File: src/rtl/circ_queue_fifo.sv
// Circular-buffer FIFO with {flag, value} pointers, so any depth >= 2 works.
// One-cycle latency, no fall-through; flush clears pointers but not storage.
module circ_queue_fifo #(
    parameter int ENTRIES    = 6,
    parameter int DATA_WIDTH = 32,
    parameter int PTR_WIDTH  = $clog2(ENTRIES),
    parameter int CNT_WIDTH  = $clog2(ENTRIES + 1)
) (
    input  logic                  clk_i,
    input  logic                  rst_i,
    input  logic                  flush_i,
    input  logic                  enq_valid_i,
    output logic                  enq_ready_o,
    input  logic [DATA_WIDTH-1:0] enq_data_i,
    output logic                  deq_valid_o,
    input  logic                  deq_ready_i,
    output logic [DATA_WIDTH-1:0] deq_data_o,
    output logic [CNT_WIDTH-1:0]  count_o,
    output logic                  full_o,
    output logic                  empty_o
);

    localparam logic [PTR_WIDTH-1:0] LAST_VAL  = PTR_WIDTH'(ENTRIES - 1);
    localparam logic [CNT_WIDTH:0]   ENTRIES_W = (CNT_WIDTH + 1)'(ENTRIES);
    localparam int                   PAD       = CNT_WIDTH + 1 - PTR_WIDTH;

    logic [DATA_WIDTH-1:0] r_mem [ENTRIES];
    logic                  r_enq_flag;
    logic                  r_deq_flag;
    logic [PTR_WIDTH-1:0]  r_enq_val;
    logic [PTR_WIDTH-1:0]  r_deq_val;

    logic                  w_full;
    logic                  w_empty;
    logic                  w_enq_fire;
    logic                  w_deq_fire;
    logic [PTR_WIDTH-1:0]  w_enq_val_nxt;
    logic [PTR_WIDTH-1:0]  w_deq_val_nxt;
    logic                  w_enq_flag_nxt;
    logic                  w_deq_flag_nxt;
    logic [CNT_WIDTH:0]    w_enq_wide;
    logic [CNT_WIDTH:0]    w_deq_wide;
    logic [CNT_WIDTH:0]    w_count_wide;

    // Status depends only on pointer state, never on the opposite port's inputs.
    assign w_empty = (r_enq_flag == r_deq_flag) && (r_enq_val == r_deq_val);
    assign w_full  = (r_enq_flag != r_deq_flag) && (r_enq_val == r_deq_val);

    assign w_enq_fire = enq_valid_i && !w_full && !flush_i;
    assign w_deq_fire = deq_ready_i && !w_empty && !flush_i;

    assign w_enq_val_nxt  = (r_enq_val == LAST_VAL) ? '0 : r_enq_val + 1'b1;
    assign w_enq_flag_nxt = (r_enq_val == LAST_VAL) ? ~r_enq_flag : r_enq_flag;
    assign w_deq_val_nxt  = (r_deq_val == LAST_VAL) ? '0 : r_deq_val + 1'b1;
    assign w_deq_flag_nxt = (r_deq_val == LAST_VAL) ? ~r_deq_flag : r_deq_flag;

    assign w_enq_wide   = {{PAD{1'b0}}, r_enq_val};
    assign w_deq_wide   = {{PAD{1'b0}}, r_deq_val};
    assign w_count_wide = (r_enq_flag == r_deq_flag) ? (w_enq_wide - w_deq_wide)
                                                     : (ENTRIES_W + w_enq_wide - w_deq_wide);

    assign count_o     = w_count_wide[CNT_WIDTH-1:0];
    assign full_o      = w_full;
    assign empty_o     = w_empty;
    assign enq_ready_o = !w_full;
    assign deq_valid_o = !w_empty;
    assign deq_data_o  = r_mem[r_deq_val];

    always_ff @(posedge clk_i or posedge rst_i) begin
        if (rst_i) begin
            r_enq_flag <= 1'b0;
            r_enq_val  <= '0;
            r_deq_flag <= 1'b0;
            r_deq_val  <= '0;
        end else if (flush_i) begin
            r_enq_flag <= 1'b0;
            r_enq_val  <= '0;
            r_deq_flag <= 1'b0;
            r_deq_val  <= '0;
        end else begin
            if (w_enq_fire) begin
                r_enq_flag <= w_enq_flag_nxt;
                r_enq_val  <= w_enq_val_nxt;
            end
            if (w_deq_fire) begin
                r_deq_flag <= w_deq_flag_nxt;
                r_deq_val  <= w_deq_val_nxt;
            end
        end
    end

    // Storage is deliberately left out of reset and flush.
    always_ff @(posedge clk_i) begin
        if (w_enq_fire) begin
            r_mem[r_enq_val] <= enq_data_i;
        end
    end

endmodule

File: config.mk
export PLATFORM = sky130hd
export DESIGN_NAME = circ_queue_fifo
export DESIGN_NICKNAME = d
export VERILOG_FILES = /design/src/rtl/circ_queue_fifo.sv
export SDC_FILE = /design/constraint.sdc
export NUM_CORES = 1
export LEC_CHECK = 0
export ABC_AREA = 1
export BUFFER_PORTS_ARGS = -buffer_cell sky130_fd_sc_hd__buf_2
export CORE_UTILIZATION = 62
export CTS_BUF_LIST = sky130_fd_sc_hd__clkbuf_4 sky130_fd_sc_hd__clkbuf_8 sky130_fd_sc_hd__clkbuf_16
export CTS_CLUSTER_SIZE = 12
export DETAILED_ROUTE_END_ITERATION = 8
export PLACE_DENSITY = 0.95
export REMOVE_ABC_BUFFERS = 1
export SYNTH_ARGS = -nofsm -noshare
export SYNTH_HDL_FRONTEND = slang
export SYNTH_SLANG_ARGS = --single-unit
File: constraint.sdc
create_clock -name clk_i -period 8.6 [get_ports clk_i]
set_input_delay 0.86 -clock clk_i [delete_from_list [all_inputs] [get_ports clk_i]]
set_output_delay 0.86 -clock clk_i [all_outputs]
set_load 0.02 [all_outputs]
==> flow_summary.ini, run 1 <==
[floorplanning]
num_rows = 41
dieHeight_um = 116
dieArea_um2 = 13500
initial_core_util = 0.637
io-pin-count = 76
core_um2 = 12700
die_w_um = 116

[drt]
drt-total-wl_um = 16400
wl_per_cell_um = 19.1
ant_nets = 0
vias_per_cell = 6.13
via_count = 5271
drcViolationCount = 1
dr.pass1.iters = 7
drt_iter0_drc = 606

[logic_synthesis]
netlist.area_leader.share = 0.715
synthArstFlopShare = 0.0400
synthDistinctLibCells = 28
avgSynthCellArea_um2 = 13.1
netlist_top_cells_count = edfxtp_1, o21ai_0, nor2_1
ys_warn_count = 0
synth_top_cell_by_area = edfxtp_1
synth_flop_cell = edfxtp_1
synthCells = 615
ys_seq_area_frac = 0.739
synth_area_um2 = 8070
synth.area.top_cells = edfxtp_1, o21ai_0, nand3_1
ys_seq_elements = 200
yosysMostFrequentCell = edfxtp_1
synth_edf_count = 192

[sta]
setup_ws_ps = 4700
rsz0062_at_grt = no
setup_tns_ps = 0
tightest_slew_ps = 1140
skew_ps = 9.10
period_share = 0.454
slew_headroom = 0.241
final_hold_viol_count = 0
post-route-min-period_ps = 3900
setup-violations-final = 0
fmax_mhz = 256
drv_slew = 0

[grt]
grt_antenna_before_repair = 0
grt.overflow.total = 0
grt_use_met3 = 0.0669
grt_max_degree = 101
grt_pass1_vias = 5129
top_usage_layer = met2
grt_pass1_wl_um = 25300
use_met1 = 0.337
track_usage = 0.258
grtUsageMet2 = 0.404

[clock_network]
cts_htree_levels = 4
cts_tree = done
cts_sinks = 200
clockBufferDepth = 2
cts_hold_buf = 0
cts_resized = 0
cts_made_buffers = 17
clkTransAtPathRegs_ps = 70
clockRootBuffer = clkbuf_16
post_cts_buffers = 0
clock_latency_ps = 430

[worst_setup_path]
worstPathArrival_ps = 3040
crit_fanout = 69
endpoint_kind = output port
reg2reg_depth = 9
worst_setup_path_start_kind = flop
crit_required_ps = 7740
critical_path_class = flop to output port
startpoint = r_deq_val[1]$_DFFE_PP0P_
reg2reg_from = r_deq_val[0]$_DFFE_PP0P_

[status]
violations = DRC
status = complete, but fails checks

[pwr]
ir_worst_vdd_mv = 0.190
p_leak_nw = 3.16
p_per_area_nw_per_um2 = 293

[flow_run]
drv_cap = 0

[placement]
io_buffer_count = 75
place.gp.congestion = 0.847
dp_slack_ps = 5250
hpwl_um = 9260

[layout]
area_delta_synth_final_pct = 13.3
layout-drive-gt1-share = 0.188
antenna_cells = 0
layout.nets = 716

[worst_hold_path]
min_path_type = input pin to asynchronous set/reset pin
## final timing paths
| kind | end | slack [ps] |
|---|---|---|
| min | r_enq_flag$_DFFE_PP0P_ | 360 |
| max | deq_data_o[5] | 4700 |
| min reg2reg | r_enq_val[2]$_DFFE_PP0P_ | 620 |
| max reg2reg | r_mem[3][2]$_DFFE_PP_ | 5270 |
| max in group asynchronous | r_deq_val[0]$_DFFE_PP0P_ | 7970 |
| min in group clk_i | r_enq_val[2]$_DFFE_PP0P_ | 620 |
## area by class of cell
cell class	instances	area [um2]
clock buffers	20	448
clock inverters	12	156
fillers	767	3530
inverters	17	68.8
multi-input cells	360	1880
flip-flops and latches	200	5970
well taps	172	215
repair buffers	79	405
## routing by layer
layer  vias to the layer above  wire length [um]
li1                       2381                 -
met1                      2546              6430
met2                       306              8110
met5                         -                 0
met4                         0               417
met3                        38              1480
## kinds of logic (layout without fill, tap and decap cells)
logic type,after synthesis,in the layout,share of synthesized area
AOI/OAI and AO/OA,136,136,0.0943
xor gates and xnor gates,4,4,0.00434
adders and majority gates,4,4,0.00713
buffers and inverters,55,128,0.0326
DFF,200,200,0.739
and+or+nand+nor,216,216,0.122
## registers in the layout (all words and copies together) (netlist names)
name	cells
r_enq_val	3
r_deq_val	3
r_enq_flag	1
r_deq_flag	1
r_mem	192
## cell usage in the layout (no fill, tap or decap)
cell type,synthesis,routed
edfxtp_1,192,192
o21ai_0,78,78
buf_2,18,75
nand3_1,71,71
nor2_1,72,67
nand2_1,57,57
o211ai_1,32,32
o21ai_1,24,24
clkbuf_16,0,17
inv_1,13,13
dfrtp_1,8,6
nand2_2,5,5
nor2_4,0,5
clkinv_1,0,5
xor2_1,4,4
bufinv_16,0,4
buf_4,4,4
ha_1,3,3
clkbuf_4,0,3
inv_4,2,2
inv_2,2,2
nand2_4,2,2
nand3_4,2,2
nand4_1,2,2
a21oi_1,2,2
nor3_2,1,2
nor3_1,3,2
clkinv_2,0,2
dfrtp_2,0,2
nor2_8,1,1
fa_1,1,1
clkinvlp_4,0,1
## metrics by stage
| step | hold WS, ps | total power, W | area (um2) | util | instances |
|---|---|---|---|---|---|
| 3_3_place_gp | 595 | 0.00185 | 8540 | 0.674 | 828 |
| 2_1_floorplan | 558 | 0.00162 | 7870 | - | 577 |
| 6_report | 364 | 0.00268 | 9140 | 0.722 | 860 |
| 3_5_place_dp | 593 | 0.00188 | 8540 | 0.674 | 828 |
| 4_1_cts | 365 | 0.00268 | 9140 | 0.722 | 860 |
| 5_1_grt | 394 | 0.00279 | 9140 | 0.722 | 860 |
## worst max-delay path, stage by stage (launching register included)
cell      delay (ps)
dfrtp_2          400
buf_4            340
inv_1            840
o21ai_0          310
o211ai_1         260
nand2_1           80
o21ai_1          130
buf_2            200
## where the power goes
group / switching (W) / total (W) / internal, W
logic: 0.000543 / 0.000767 / 0.000224
clock network: 0.000322 / 0.000812 / 0.000490
registers: 0.0000113 / 0.00110 / 0.00109
No activity file was read; power rests on OpenSTA's default activity.
==> inputs of run 2 (changes only) <==
--- a/config.mk
+++ b/config.mk
@@ -7,11 +7,11 @@
 export LEC_CHECK = 0
 export ABC_AREA = 1
 export BUFFER_PORTS_ARGS = -buffer_cell sky130_fd_sc_hd__buf_2
-export CORE_UTILIZATION = 62
+export CORE_UTILIZATION = 53
 export CTS_BUF_LIST = sky130_fd_sc_hd__clkbuf_4 sky130_fd_sc_hd__clkbuf_8 sky130_fd_sc_hd__clkbuf_16
 export CTS_CLUSTER_SIZE = 12
 export DETAILED_ROUTE_END_ITERATION = 8
-export PLACE_DENSITY = 0.95
+export PLACE_DENSITY = 0.87
 export REMOVE_ABC_BUFFERS = 1
 export SYNTH_ARGS = -nofsm -noshare
 export SYNTH_HDL_FRONTEND = slang
==> constraint.sdc (replaced) <==
create_clock -name clk_i -period 3.55 [get_ports clk_i]
set_input_delay 0.355 -clock clk_i [delete_from_list [all_inputs] [get_ports clk_i]]
set_output_delay 0.355 -clock clk_i [all_outputs]
set_load 0.02 [all_outputs]
==> run 2 against run 1 <==
Effect of this change:
- the flow still finishes with violations (DRC)
- clock power grew to 2.5 times the previous value
- count of clock-buffer cells in the layout shrank 2
- clock skew grew 3.1 ps
- combinational power grew 140%
- critical path type unchanged
- largest power group unchanged
- highest routed layer unchanged
==> flow_summary.ini, run 2 (synthesized netlist as in run 1, its figures left out) <==
[sta]
final_hold_viol_count = 0
post-route-min-period_ps = 3140
setup_ws_ps = 411
slew_headroom = 0.366
rsz0062_at_grt = no
fmax_mhz = 319
drv_slew = 0
whs_ps = 173
tightest_slew_ps = 952
skew_ps = 12.2
setup-violations-final = 0
period_share = 0.884

[worst_setup_path]
critical_path_class = flop to output port
crit_family = flip-flops
r2r_slack_ps = 750
crit_fanout = 55
worst_setup_path_start_kind = flop
endpoint_kind = output port
crit_chain = buf_4 > o21ai_0 > o211ai_1 > nand2_1 > o21ai_1 > buf_2
cp_num_buf_inv = 2
slowest_stage = dfrtp_2
cp_slowest_stage_delay_ps = 880
crit_required_ps = 3190
worstPathArrival_ps = 2780

[floorplanning]
dieHeight_um = 125
die_w_um = 125
num_rows = 44
core_um2 = 14700
io-pin-count = 76
initial_core_util = 0.549
dieArea_um2 = 15700

[pwr]
p_sw_w = 0.00216
p_per_area_nw_per_um2 = 714
swShare = 0.328
p_int_w = 0.00444
ir_worst_vdd_mv = 0.369
clockPowerShare = 0.312
combPwrFrac = 0.276
p_seq_frac = 0.412
p_leak_nw = 3.21

[layout]
antenna_cells = 0
mostFrequentLayoutCells = edfxtp_1, o21ai_0, buf_2
mostFrequentLayoutCell = edfxtp_1
layout.nets = 724
area_delta_synth_final_pct = 14.7
largest_register_ffs = 192
stdcell_count = 880
layout-drive-gt1-share = 0.198
reg.largest.list = r_mem x192, r_deq_val x3, r_enq_val x3
regMostFlops = r_mem
fillers = 1032

[placement]
place.gp.congestion = 0.757
hpwl_um = 9340
io_buffer_count = 75
dp_slack_ps = 802
dpl.cell_count = 847

[drt]
vias_per_cell = 5.91
drcViolationCount = 6
ant_nets = 0
dr.pass1.iters = 9
drt_iter0_drc = 575
drt-total-wl_um = 16800
via_count = 5200
wl_per_cell_um = 19.1

[clock_network]
clockRootBuffer = clkbuf_16
cts_hold_buf = 1
clockBufferDepth = 2
clkTransAtPathRegs_ps = 70
post_cts_buffers = 0
clock_latency_ps = 430
cts_htree_levels = 4
cts_tree = done
cts_resized = 0
cts_made_buffers = 17
cts_sinks = 200

[grt]
grt_pass1_wl_um = 26500
grt_pass1_vias = 5170
grt.overflow.total = 0
track_usage = 0.224
grt_antenna_before_repair = 1
grt_max_degree = 95

[flow_run]
drv_cap = 0

[status]
violations = DRC
status = complete, but fails checks

[worst_hold_path]
min_path_type = input pin to flop
[run 2: cell count changes in the layout (fill, tap and decap cells not counted), sizes merged]
| cell | delta |
|---|---|
| buf | +7 |
| inv | +1 |
| clkinvlp | +2 |
| dlygate4sd3 | +1 |
| clkbuf | -2 |
| bufinv | +1 |
| clkinv | -2 |
[run 2: worst paths after layout]
check / from / to / cells past startpoint
max: r_deq_val[0]$_DFFE_PP0P_ / deq_data_o[26] / 6
min: enq_data_i[23] / r_mem[1][23]$_DFFE_PP_ / 1
max reg2reg: r_deq_val[0]$_DFFE_PP0P_ / r_mem[0][12]$_DFFE_PP_ / 9
min reg2reg: r_deq_flag$_DFFE_PP0P_ / r_deq_flag$_DFFE_PP0P_ / 3
max in group asynchronous: rst_i / r_deq_val[0]$_DFFE_PP0P_ / 3
min in group asynchronous: rst_i / r_enq_val[2]$_DFFE_PP0P_ / 3
[run 2: area by class of cell]
class	instances	area, um2	area share
multi-input combinational	360	1880	0.203
timing repair buffer	87	468	0.0506
inverter	17	68.8	0.00744
clock inverter	14	203	0.0219
sequential	200	5970	0.645
clock buffer	18	433	0.0468
tap	184	230	0.0249
[run 2: routing by layer]
metal,part of all wire,up-vias,track usage
li1,-,2393,-
met2,0.51,228,0.380
met1,0.41,2545,0.280
met5,0,-,0
met4,0.019,0,0.0904
met3,0.066,34,0.0518
[run 2: power by group through the flow]
stage                     clock network (W)  logic, W  registers, W
after floorplan                           0   0.00109       0.00283
after global placement                    0   0.00175       0.00277
after detailed placement                  0   0.00180       0.00277
after CTS                           0.00207   0.00183       0.00272
after global routing                0.00217   0.00201       0.00273
final                               0.00206   0.00182       0.00272
[run 2: per-stage QoR]
stage	setup TNS [ps]	area, um2	util	power (W)
3_5_place_dp	0	8610	0.586	0.00458
5_1_grt	0	9250	0.629	0.00691
4_1_cts	0	9250	0.629	0.00662
3_3_place_gp	0	8610	0.586	0.00452
6_report	0	9250	0.629	0.00661
2_1_floorplan	-171220	7870	-	0.00392
